==> src/rtl/step_ctrl_pkg.sv <==
// Shared types, constants and helpers for the joystick stepper ramp controller.
// Define STEP_HALF_STEP_EN to select the 8-entry half-step coil table.
package step_ctrl_pkg;

  typedef enum logic [1:0] {
    ST_IDLE   = 2'd0,
    ST_ACCEL  = 2'd1,
    ST_CRUISE = 2'd2,
    ST_DECEL  = 2'd3
  } step_state_t;

  localparam logic [9:0] CENTER    = 10'd512;
  localparam logic [9:0] DEAD_ZONE = 10'd64;

`ifdef STEP_HALF_STEP_EN
  localparam int PHASE_W = 3;
  localparam logic [7:0][3:0] PHASE_TABLE = {4'b1001, 4'b0001, 4'b0011, 4'b0010,
                                             4'b0110, 4'b0100, 4'b1100, 4'b1000};
`else
  localparam int PHASE_W = 2;
  localparam logic [3:0][3:0] PHASE_TABLE = {4'b0001, 4'b0010, 4'b0100, 4'b1000};
`endif

  function automatic logic target_dir(input logic [9:0] data);
    return (data >= CENTER);
  endfunction

  // Deflection from centre saturated to 511; the top three bits form the level.
  function automatic logic [2:0] target_level(input logic [9:0] data);
    logic [9:0] diff;
    if (data >= CENTER) begin
      diff = data - CENTER;
    end else begin
      diff = CENTER - data;
    end
    if (diff > 10'd511) begin
      diff = 10'd511;
    end else begin
      diff = diff;
    end
    if (diff < DEAD_ZONE) begin
      return 3'd0;
    end else begin
      return diff[8:6];
    end
  endfunction

endpackage

==> src/rtl/step_phase_gen.sv <==
// Coil phase index with wrap-around and registered coil-pattern lookup.
// The index survives IDLE; only the coil drive is blanked there.
module step_phase_gen
  import step_ctrl_pkg::*;
(
  input  logic       clk,
  input  logic       rst,
  input  logic       advance,
  input  logic       fwd,
  input  logic       active,
  output logic [3:0] coils
);

  logic [PHASE_W-1:0] phase;
  logic [PHASE_W-1:0] phase_next;

  // Next phase index; natural binary wrap gives the modulo table length.
  always_comb begin
    phase_next = phase;
    if (advance) begin
      if (fwd) begin
        phase_next = phase + PHASE_W'(1);
      end else begin
        phase_next = phase - PHASE_W'(1);
      end
    end else begin
      phase_next = phase;
    end
  end

  // Phase register and coil output, blanked when the axis is going idle.
  always_ff @(posedge clk or negedge rst) begin
    if (!rst) begin
      phase <= '0;
      coils <= 4'b0000;
    end else begin
      phase <= phase_next;
      coils <= active ? PHASE_TABLE[phase_next] : 4'b0000;
    end
  end

endmodule

==> src/rtl/jstk_step_ramp_ctrl.sv <==
// Joystick-driven stepper controller with one-level-per-step speed ramping.
// Build option STEP_HALF_STEP_EN (see step_ctrl_pkg) selects half-step drive.
module jstk_step_ramp_ctrl
  import step_ctrl_pkg::*;
#(
  parameter int BASE_PERIOD = 25000
)(
  input  logic       clk,
  input  logic       rst,
  input  logic       en,
  input  logic [9:0] jstk_data,
  input  logic       data_valid,
  output logic [3:0] signal_out,
  output logic       dir_out,
  output logic [2:0] cur_level,
  output logic       moving,
  output logic       step_pulse
);

  step_state_t state;
  step_state_t state_next;
  logic [9:0]  data_reg;
  logic [2:0]  level_next;
  logic        dir_next;
  logic [23:0] count;
  logic [23:0] period_m1;
  logic        tick;
  logic        tgt_dir;
  logic [2:0]  tgt_lvl;

  assign tgt_dir = target_dir(data_reg);
  assign tgt_lvl = target_level(data_reg);

  // 3'd0 - level equals 8 - level for levels 1..7; level 0 only occurs in IDLE.
  assign period_m1 = 24'(BASE_PERIOD) * {21'd0, 3'd0 - cur_level} - 24'd1;
  assign tick      = (state != ST_IDLE) && (count == period_m1);

  // Next state, level and direction; ramp decisions happen only on a tick.
  always_comb begin
    state_next = state;
    level_next = cur_level;
    dir_next   = dir_out;
    case (state)
      ST_IDLE: begin
        if (en && (tgt_lvl != 3'd0)) begin
          state_next = ST_ACCEL;
          level_next = 3'd1;
          dir_next   = tgt_dir;
        end else begin
          state_next = ST_IDLE;
        end
      end
      ST_ACCEL, ST_CRUISE, ST_DECEL: begin
        if (!tick) begin
          state_next = state;
        end else if (!en || (tgt_lvl == 3'd0) || (tgt_dir != dir_out)) begin
          if (cur_level <= 3'd1) begin
            state_next = ST_IDLE;
            level_next = 3'd0;
          end else begin
            state_next = ST_DECEL;
            level_next = cur_level - 3'd1;
          end
        end else if (tgt_lvl > cur_level) begin
          state_next = ST_ACCEL;
          level_next = cur_level + 3'd1;
        end else if (tgt_lvl < cur_level) begin
          state_next = ST_DECEL;
          level_next = cur_level - 3'd1;
        end else begin
          state_next = ST_CRUISE;
        end
      end
      default: begin
        state_next = ST_IDLE;
        level_next = 3'd0;
      end
    endcase
  end

  // State, timer, sample register and registered status outputs.
  always_ff @(posedge clk or negedge rst) begin
    if (!rst) begin
      state      <= ST_IDLE;
      cur_level  <= 3'd0;
      dir_out    <= 1'b1;
      count      <= 24'd0;
      data_reg   <= CENTER;
      moving     <= 1'b0;
      step_pulse <= 1'b0;
    end else begin
      state      <= state_next;
      cur_level  <= level_next;
      dir_out    <= dir_next;
      count      <= ((state == ST_IDLE) || tick) ? 24'd0 : count + 24'd1;
      data_reg   <= data_valid ? jstk_data : data_reg;
      moving     <= (state_next != ST_IDLE);
      step_pulse <= tick;
    end
  end

  step_phase_gen u_phase (
    .clk     (clk),
    .rst     (rst),
    .advance (tick),
    .fwd     (dir_out),
    .active  (state_next != ST_IDLE),
    .coils   (signal_out)
  );

endmodule
==> config.mk <==
export PLATFORM = sky130hd
export DESIGN_NAME = jstk_step_ramp_ctrl
export DESIGN_NICKNAME = d
export VERILOG_FILES = /design/src/rtl/step_ctrl_pkg.sv /design/src/rtl/step_phase_gen.sv /design/src/rtl/jstk_step_ramp_ctrl.sv
export SDC_FILE = /design/constraint.sdc
export NUM_CORES = 1
export LEC_CHECK = 0
export ABC_AREA = 1
export BUFFER_PORTS_ARGS = -buffer_cell sky130_fd_sc_hd__buf_2
export CELL_PAD_IN_SITES_DETAIL_PLACEMENT = 1
export CELL_PAD_IN_SITES_GLOBAL_PLACEMENT = 2
export CORE_AREA = 2 2 176 92
export CTS_BUF_LIST = sky130_fd_sc_hd__clkbuf_4 sky130_fd_sc_hd__clkbuf_8 sky130_fd_sc_hd__clkbuf_16
export CTS_CLUSTER_SIZE = 12
export DETAILED_ROUTE_END_ITERATION = 8
export DIE_AREA = 0 0 178 94
export GPL_TIMING_DRIVEN = 0
export PLACE_DENSITY = 0.7
export SLEW_MARGIN = 20
export SYNTH_ARGS = -nofsm -noshare
export SYNTH_HDL_FRONTEND = slang
export SYNTH_SLANG_ARGS = --single-unit
==> constraint.sdc <==
create_clock -name clk -period 3.17 [get_ports clk]
set_input_delay 0.1585 -clock clk [delete_from_list [all_inputs] [get_ports clk]]
set_output_delay 0.1585 -clock clk [all_outputs]
set_load 0.05 [all_outputs]
==> results.yml, run 1 <==
run_status:
  outcome: "complete, but fails checks"
  violations: "setup timing"
floorplan:
  coreArea_mm2: 0.0151
  start_util: 0.245
  rows: 32
  die_area_mm2: 0.0167
  io_pins: 24
  die_h_um: 94
  fp.dieW_um: 178
clocking:
  cts_root_buf: "clkbuf_16"
  clock-sinks: 48
  cts_tree: "built"
  clock_latency_ns: 0.30
  path_clk_slew_ns: 0.07
  clockBufferDepth: 2
  htreeDepth: 2
  cts_inserted_buffers: 5
layout:
  stdcell_area_mm2: 0.00484
  drive_above_1_share: 0.283
  largest_reg_flops: 24
  antennaDiodeCount: 0
  nets: 634
  syn2layout_area_growth_pct: 30.8
  fin_util: 0.321
power:
  vdd_drop_max_mv: 0.166
  p_leak_nw: 2.38
  p_per_area_mw_per_mm2: 272
routing:
  drtAntennaViolNets: 0
  num_vias: 3770
  initialDrtViolationCount: 247
  drc: 0
  wl_um: 14100
  firstDrtPassIters: 4
  vias_per_cell: 4.65
  wl_per_cell_um: 17.4
run:
  drv_cap: 0
timing:
  max_freq_ghz: 0.299
  fin_crit_ns: 3.35
  holdWs_ns: 0.0704
  timing.final.ws_setup_ns: -0.176
  setup_viol: 29
  clock-skew-final_ns: 0.00762
  worstMarginPinSlew_ns: 0.660
  hold_viol: 0
  slew_headroom: 0.560
  drv_slew: 0
  rsz0062_at_grt: "true"
  timing.final.crit_share: 1.06
setup_path:
  required_ns: 3.39
  path_common_cell: "nand2_4"
  critical_path_class: "reg2reg"
  critPathTopFamily: "simple AND/OR/NAND/NOR gates"
  start_kind: "register"
  critPathBufInv: 4
  cp_cell_sequence: "clkinv_4, ha_4, inv_4, nand2_4, nand2_4, inv_4, ha_4, inv_2, nand2_2, nand2_4, nand3_4, a21oi_4, nand2_2, nand2_2, nand3_2, nor2_2, nand2_1, nor2_2, nand4_4, nor2_4, nand3_4, nand2_4, nand2_1, nor2_1"
  crit_path_max_incr_delay_ns: 0.41
  crit_arrival_ns: 3.57
  cp_max_fo: 6
  end_kind: "register"
  cp-startpoint: "cur_level[0]$_DFFE_PN0P_"
  crit_slowest_cell: "dfrtp_2"
  r2r_start: "cur_level[0]$_DFFE_PN0P_"
yosys:
  synth-edff-count: 0
  ys_seq_area_frac: 0.325
  synthesis.nets: 567
  avgSynthCellArea_um2: 6.86
  async_flop_share: 1.00
  ys_warn_count: 0
  synth_cells: 539
  ys_ff_latch: 48
  synth_area_mm2: 0.00370
  synth.distinct_cells: 36
  ys.flop_type: "dfrtp_1"
global_route:
  grt_pass1_vias: 3877
  antenna_found_initial: 0
  grt_max_degree: 49
  overflow: 0
  grtUsageTotal: 0.180
  grt_pass1_wl_um: 22600
placed_design:
  io_buffer_count: 22
  dp_slack_ns: -0.772
  finalWeightedCongestion: 0.864
  post_dp_cell_area_mm2: 0.00411
  hpwl_um: 10800
worst_hold_path:
  worstHoldStart: "jstk_data[9]"
  hold_path_class: "in2reg"
==> layout by cell type, fill, tap and decap left out, types with 6 or more instances in the layout <==
master     n
nor3_1    14
a21oi_1    8
nor2_4    11
nand2_1  126
nand2_4    9
nand3_1   47
buf_4     40
nand3_2    9
nand4_1   17
xnor2_1    7
nor2_2     6
buf_2     21
dfrtp_1   43
inv_2      6
o21ai_0   17
inv_1     64
nand2_2   27
nor2_1    53
xor2_1     9
ha_1       8
==> where the power goes <==
group          total, mW  internal (mW)  switching [mW]
clock network      0.584          0.317           0.267
logic             0.0992         0.0325          0.0667
registers          0.632          0.624         0.00774
==> worst min-delay path: stages <==
cell	delay (ns)
buf_2	0.07
nand2_1	0.04
o21ai_0	0.06
==> layout make-up <==
class,instances,area (um2)
multi-input combinational,408,2460
tap,204,255
fill,1880,10300
clock inverter,2,13.8
inverter,77,308
sequential,48,1210
buffer,5,33.8
timing repair buffer,61,420
clock buffer,6,139
==> cell families (layout without fill, tap and decap cells) <==
group	count (synthesis)	count (layout)	synth area share
flip-flops	48	48	0.325
buffers and inverters	83	151	0.0856
adder cells (fa/ha/maj)	14	14	0.0473
AND/OR/NAND/NOR	338	338	0.438
multiplexers	2	2	0.00609
AO/OA/AOI/OAI	38	38	0.0602
XOR/XNOR	16	16	0.0379
==> routing by layer <==
metal	GRT usage	wire, um	up-vias
li1	-	-	1869
met1	0.307	8190	1843
met2	0.221	4940	48
met3	0.0364	879	10
met4	0.0246	78	0
met5	0	0	-
==> synth_stat cells (2+ instances only) <==
master	n	share of area
nand2_2	12	0.020
nand3_1	55	0.074
clkbuf_1	2	0.0020
ha_1	14	0.047
buf_2	4	0.0054
nand2_4	3	0.0091
nor3b_1	5	0.010
nand3_2	5	0.014
o21ai_1	3	0.0041
nand4_1	17	0.029
inv_1	71	0.072
mux2_2	2	0.0061
o211ai_1	2	0.0041
xor2_1	9	0.021
o21ai_0	17	0.023
dfrtp_1	46	0.31
nand3b_1	3	0.0061
nor2_1	58	0.059
nand2_1	147	0.15
nor3_1	15	0.020
inv_2	5	0.0051
dfstp_2	2	0.014
nor4_1	3	0.0051
nor2_2	4	0.0068
xnor2_1	7	0.017
a21oi_1	11	0.015
nor2_4	8	0.024
==> path summary, 6_finish.rpt <==
kind	to	cells past startpoint	slack, ns
setup / recovery	u_phase.coils[0]$_DFF_PN0_	24	-0.18
hold / removal	data_reg[9]$_DFFE_PN1P_	3	0.07
setup reg to reg	u_phase.coils[0]$_DFF_PN0_	24	-0.18
hold reg to reg	count[0]$_DFF_PN0_	1	0.47
max in group asynchronous	cur_level[0]$_DFFE_PN0P_	2	2.26
min in group asynchronous	count[10]$_DFF_PN0_	2	0.44
==> stage by stage <==
| stage | setup TNS, ns | total power, mW | cells |
|---|---|---|---|
| after global routing | -10.31 | 1.37 | 811 |
| after detailed placement | -23.39 | 0.742 | 765 |
| after global placement | -20.83 | 0.736 | 765 |
| after floorplan | 0 | 0.698 | 539 |
| after CTS | -0.133 | 1.33 | 807 |
| final | -4.34 | 1.32 | 811 |
==> what timing repair did <==
action,4_1_cts,5_1_grt
hold buffers,1,0
setup endpoints to repair,37,36
hold endpoints to repair,46,0
gates resized for setup,60,11
pin swaps,27,17
setup buffers,34,4
Note: power is estimated with default switching activity, not from simulation.
==> run 2: changes to the inputs <==
--- a/config.mk
+++ b/config.mk
@@ -9,13 +9,13 @@
 export BUFFER_PORTS_ARGS = -buffer_cell sky130_fd_sc_hd__buf_2
 export CELL_PAD_IN_SITES_DETAIL_PLACEMENT = 1
 export CELL_PAD_IN_SITES_GLOBAL_PLACEMENT = 2
-export CORE_AREA = 2 2 176 92
+export CORE_AREA = 2 2 125 127
 export CTS_BUF_LIST = sky130_fd_sc_hd__clkbuf_4 sky130_fd_sc_hd__clkbuf_8 sky130_fd_sc_hd__clkbuf_16
 export CTS_CLUSTER_SIZE = 12
 export DETAILED_ROUTE_END_ITERATION = 8
-export DIE_AREA = 0 0 178 94
+export DIE_AREA = 0 0 127 129
 export GPL_TIMING_DRIVEN = 0
-export PLACE_DENSITY = 0.7
+export PLACE_DENSITY = 0.71
 export SLEW_MARGIN = 20
 export SYNTH_ARGS = -nofsm -noshare
 export SYNTH_HDL_FRONTEND = slang
==> results.yml, run 2 (same netlist as run 1, synthesis figures left out) <==
placed_design:
  hpwl_um: 9100
  dp_slack_ns: -0.745
  finalWeightedCongestion: 0.831
  io_buffer_count: 22
worst_hold_path:
  hold_path_class: "in2reg"
layout:
  final_cell_mix: "nand2_1, inv_1, nor2_1"
  ff_latch_area_mm2: 0.00121
  final_common_cell: "nand2_1"
  multi_input_area_mm2: 0.00272
  nets: 642
  n_fill_cell: 1837
  drive_above_1_share: 0.356
  largest_reg_flops: 24
  syn2layout_area_growth_pct: 41.5
  antennaDiodeCount: 0
global_route:
  grtUsageTotal: 0.153
  grt_pass1_wl_um: 19900
  grt_pass1_vias: 3960
  overflow: 0
  antenna_found_initial: 0
  grt_max_degree: 49
timing:
  drv_slew: 0
  max_freq_ghz: 0.314
  rsz0062_at_grt: "true"
  hold_viol: 0
  worstMarginPinSlew_ns: 0.664
  setup_viol: 3
  fin_crit_ns: 3.18
  timing.final.ws_setup_ns: -0.0149
  slew_headroom: 0.558
  clock-skew-final_ns: 0.00511
  timing.final.crit_share: 1.00
clocking:
  cts_tree: "built"
  htreeDepth: 2
  clock_latency_ns: 0.30
  path_clk_slew_ns: 0.07
  clock-sinks: 48
  cts_root_buf: "clkbuf_16"
  cts_inserted_buffers: 5
  clockBufferDepth: 2
routing:
  num_vias: 3792
  wl_um: 12500
  initialDrtViolationCount: 118
  vias_per_cell: 4.72
  drtAntennaViolNets: 0
  drc: 0
  wl_per_cell_um: 15.6
  firstDrtPassIters: 4
run_status:
  violations: "setup timing"
  outcome: "complete, but fails checks"
setup_path:
  required_ns: 3.35
  crit_arrival_ns: 3.37
  cp_max_fo: 6
  end_kind: "register"
  start_kind: "register"
  critical_path_class: "reg2reg"
power:
  p_int_mw: 1.03
  p_sw_frac: 0.240
  vdd_drop_max_mv: 0.183
  total_power_mw: 1.36
  p_per_area_mw_per_mm2: 259
  p_leak_nw: 2.56
  pwr-share-clk: 0.466
  p_switching_mw: 0.326
  power_frac_seq: 0.465
  power_frac_comb: 0.068
floorplan:
  fp.dieW_um: 127
  die_h_um: 129
  io_pins: 24
  coreArea_mm2: 0.0150
  rows: 45
  start_util: 0.247
  die_area_mm2: 0.0164
run:
  drv_cap: 0
## run 2: cell types whose count changed in the layout (fill, tap and decap cells not counted), sizes merged
cell	before	now
buf	63	70
bufinv	0	1
## run 2: metal layers
layer  track usage  wire, um
met4        0.0491       249
met5             0         0
met1         0.192      5730
met3        0.0229       286
met2         0.272      6250
## run 2: worst paths after layout
| check | from | endpoint | slack [ns] | cells after the start |
|---|---|---|---|---|
| hold reg to reg | count[0]$_DFF_PN0_ | count[0]$_DFF_PN0_ | 0.48 | 1 |
| setup reg to reg | cur_level[0]$_DFFE_PN0P_ | u_phase.coils[1]$_DFF_PN0_ | -0.01 | 24 |
| max in group asynchronous | rst | cur_level[1]$_DFFE_PN0P_ | 2.24 | 2 |
| setup / recovery | cur_level[0]$_DFFE_PN0P_ | u_phase.coils[1]$_DFF_PN0_ | -0.01 | 24 |
| hold / removal | jstk_data[7] | data_reg[7]$_DFFE_PN0P_ | 0.07 | 3 |
| min in group asynchronous | rst | data_reg[5]$_DFFE_PN0P_ | 0.43 | 2 |
## run 2: repair_timing
action,CTS,global route
resized for setup,51,100
buffers inserted,33,15
pin swaps,32,56
hold endpoints to repair,46,0
hold buffers,1,0
gates cloned,0,1
setup endpoints to repair,37,36
## run 2: power by group through the flow
stage          logic, mW  registers, mW  clock network, mW
2_1_floorplan     0.0559          0.642                  0
4_1_cts           0.0947          0.632              0.654
5_1_grt            0.109          0.634              0.680
3_5_place_dp      0.0931          0.644                  0
6_report          0.0927          0.632              0.633
3_3_place_gp      0.0883          0.643                  0
## run 2: area by class of cell
class | instances | area share
Tap cell | 188 | 0.0449
Clock inverter | 3 | 0.00908
Sequential cell | 48 | 0.231
Clock buffer | 5 | 0.0239
Inverter | 77 | 0.0602
Timing Repair Buffer | 68 | 0.0992
Multi-Input combinational cell | 408 | 0.519
Buffer | 6 | 0.0134
## run 2: worst max-delay path, cell delays in order, from the launching register on
cell	delay, ns
dfrtp_2	0.44
inv_6	0.09
ha_4	0.24
inv_4	0.08
nand2_4	0.06
nand2_4	0.07
inv_4	0.05
ha_4	0.32
nand3_2	0.12
nand3_2	0.08
nand2_1	0.08
nand2_2	0.11
nor2_4	0.07
buf_4	0.15
nand3_1	0.10
nand2_2	0.08
nor2_4	0.17
buf_6	0.13
inv_4	0.03
nor2_4	0.14
nand4_1	0.13
nand2_2	0.14
nand2_4	0.07
nand2_1	0.06
nor2_1	0.04
## run 2: through the flow
stage	instance area (um2)	utilization	setup TNS, ns	cells	hold slack (ns)
after CTS	4710	0.314	-0.0726	791	0.0684
final	5240	0.350	-0.0325	803	0.0678
after detailed placement	4090	0.273	-22.79	749	0.242
after floorplan	3740	-	0	539	-0.137
after global placement	4090	0.273	-19.92	749	0.366
after global routing	5240	0.350	-3.84	803	0.0761
==> run 3: changes to the inputs <==
--- a/config.mk
+++ b/config.mk
@@ -5,17 +5,17 @@
 export SDC_FILE = /design/constraint.sdc
 export NUM_CORES = 1
 export LEC_CHECK = 0
-export ABC_AREA = 1
+export ABC_AREA = 0
 export BUFFER_PORTS_ARGS = -buffer_cell sky130_fd_sc_hd__buf_2
 export CELL_PAD_IN_SITES_DETAIL_PLACEMENT = 1
 export CELL_PAD_IN_SITES_GLOBAL_PLACEMENT = 2
-export CORE_AREA = 2 2 125 127
+export CORE_AREA = 2 2 119 121
 export CTS_BUF_LIST = sky130_fd_sc_hd__clkbuf_4 sky130_fd_sc_hd__clkbuf_8 sky130_fd_sc_hd__clkbuf_16
 export CTS_CLUSTER_SIZE = 12
 export DETAILED_ROUTE_END_ITERATION = 8
-export DIE_AREA = 0 0 127 129
+export DIE_AREA = 0 0 121 123
 export GPL_TIMING_DRIVEN = 0
-export PLACE_DENSITY = 0.71
+export PLACE_DENSITY = 0.58
 export SLEW_MARGIN = 20
 export SYNTH_ARGS = -nofsm -noshare
 export SYNTH_HDL_FRONTEND = slang
==> results.yml, run 3 <==
routing:
  num_vias: 2792
  wl_um: 9380
  vias_per_cell: 4.72
  drtAntennaViolNets: 0
  initialDrtViolationCount: 71
  drc: 0
  firstDrtPassIters: 4
  wl_per_cell_um: 15.9
layout:
  syn2layout_area_growth_pct: 35.3
  final_cell_mix: "dfrtp_1, buf_4, buf_2"
  drive_above_1_share: 0.372
  antennaDiodeCount: 0
  n_fill_cell: 1554
  multi_input_area_mm2: 0.00225
  largest_reg_flops: 24
  ff_latch_area_mm2: 0.00121
  final_common_cell: "dfrtp_1"
  fin_util: 0.331
  stdcell_area_mm2: 0.00450
  nets: 438
global_route:
  antenna_found_initial: 0
  grtUsageTotal: 0.135
  grt_pass1_vias: 2965
  overflow: 0
  grt_pass1_wl_um: 15600
  grt_max_degree: 49
power:
  p_int_mw: 1.55
  power_frac_comb: 0.390
  total_power_mw: 2.40
  p_sw_frac: 0.352
  vdd_drop_max_mv: 0.595
  power_frac_seq: 0.309
  p_switching_mw: 0.843
  p_per_area_mw_per_mm2: 532
  pwr-share-clk: 0.300
  p_leak_nw: 1.79
yosys:
  avgSynthCellArea_um2: 9.54
  synthTopCellsByCount: "dfrtp_1, nor2_1, xnor2_1"
  synth_area_leader_cell: "dfrtp_1"
  synth_top_area_share: 0.346
  yosys.cell_count.top_type: "dfrtp_1"
  ys_warn_count: 0
  async_flop_share: 1.00
  synth_area_mm2: 0.00333
  ys_seq_area_frac: 0.362
  ys_ff_latch: 48
  synthTopCellsByArea: "dfrtp_1, xnor2_1, ha_1"
  ys.flop_type: "dfrtp_1"
  synth-edff-count: 0
  synthesis.nets: 377
  synth.distinct_cells: 66
  synth_cells: 349
placed_design:
  post_dp_cell_area_mm2: 0.00382
  io_buffer_count: 23
  finalWeightedCongestion: 0.768
  hpwl_um: 6590
timing:
  setup_viol: 37
  max_freq_ghz: 0.280
  rsz0062_at_grt: "true"
  fin_crit_ns: 3.57
  worstMarginPinSlew_ns: 0.772
  clock-skew-final_ns: 0.00847
  drv_slew: 0
  timing.final.crit_share: 1.12
  slew_headroom: 0.482
  timing.final.ws_setup_ns: -0.396
  hold_viol: 0
clocking:
  cts_inserted_buffers: 5
  cts_root_buf: "clkbuf_16"
  clockBufferDepth: 2
  path_clk_slew_ns: 0.07
  clock-sinks: 48
  clock_latency_ns: 0.31
  cts_tree: "built"
  htreeDepth: 2
run_status:
  violations: "setup timing"
  outcome: "complete, but fails checks"
floorplan:
  die_area_mm2: 0.0149
  die_h_um: 123
  coreArea_mm2: 0.0136
  rows: 43
  start_util: 0.245
  io_pins: 24
  fp.dieW_um: 121
setup_path:
  required_ns: 3.39
  start_kind: "register"
  crit_arrival_ns: 3.78
  cp_max_fo: 5
  end_kind: "register"
  critical_path_class: "reg2reg"
worst_hold_path:
  hold_path_class: "in2reg"
run:
  drv_cap: 0
## run 3: stage by stage
stage	hold WS [ns]	cells	setup TNS, ns	worst slack, ns
global placement	0.367	552	-22.66	-0.758
CTS	0.0603	585	-13.33	-0.434
floorplan	-0.137	349	-8.31	-0.380
global route	0.0842	591	-17.39	-0.576
detailed placement	0.264	552	-24.84	-0.778
finish	0.0651	591	-12.29	-0.396
## run 3: timing repair
item,4_1_cts,5_1_grt
pin swaps,9,13
hold endpoints to repair,46,0
setup endpoints to repair,37,37
resized for setup,24,33
cloned,2,1
hold buffers,1,0
buffers inserted,22,9
## run 3: final cells by class
type / count / share of cell area
Multi-Input combinational cell: 271 / 0.500
Sequential cell: 48 / 0.269
Timing Repair Buffer: 55 / 0.0928
Tap cell: 180 / 0.0500
Buffer: 16 / 0.0322
Clock buffer: 5 / 0.0278
Clock inverter: 3 / 0.0153
Inverter: 13 / 0.0133
## run 3: cells by family after synthesis
kind of cell,after synthesis,synth area share
simple gates,139,0.220
buf+inv,30,0.0519
mux,15,0.0485
fa+ha+maj,14,0.0526
flops,48,0.362
xor+xnor,45,0.127
compound gates,58,0.138
## run 3: power by group through the flow
stage               Clock, mW  Sequential [mW]  Combinational [mW]
floorplan                   0            0.788               0.550
global placement            0            0.748               0.766
detailed placement          0            0.750               0.777
CTS                     0.751            0.739               0.894
global route            0.766            0.751                1.02
finish                  0.720            0.741               0.935
## run 3: critical path: stages, from the launching register on
cell and delay [ns]:
dfrtp_4 0.50, buf_12 0.14, inv_8 0.05, ha_4 0.21
buf_12 0.14, xnor2_4 0.14, inv_2 0.07, ha_4 0.27
xor2_4 0.20, a211oi_2 0.20, nand2_1 0.13, or4_4 0.45
a32oi_4 0.28, and4_4 0.28, buf_6 0.12, buf_4 0.11
o2111ai_2 0.08, o31ai_1 0.09
## run 3: final timing paths
path,from,end,slack (ns),cells after the start
setup reg to reg,cur_level[0]$_DFFE_PN0P_,u_phase.coils[2]$_DFF_PN0_,-0.40,17
hold reg to reg,count[0]$_DFF_PN0_,count[0]$_DFF_PN0_,0.50,1
hold / removal,jstk_data[1],data_reg[1]$_DFFE_PN0P_,0.07,3
setup / recovery,cur_level[0]$_DFFE_PN0P_,u_phase.coils[2]$_DFF_PN0_,-0.40,17
max in group asynchronous,rst,cur_level[0]$_DFFE_PN0P_,2.24,2
min in group asynchronous,rst,data_reg[4]$_DFFE_PN0P_,0.43,2
## run 3: per-layer routing
| metal | part of all wire | up-vias | GRT usage | wire length, um |
|---|---|---|---|---|
| met5 | 0 | - | 0 | 0 |
| li1 | - | 1375 | - | - |
| met3 | 0.017 | 8 | 0.0254 | 157 |
| met2 | 0.47 | 17 | 0.229 | 4410 |
| met1 | 0.50 | 1392 | 0.177 | 4700 |
| met4 | 0.012 | 0 | 0.0371 | 110 |
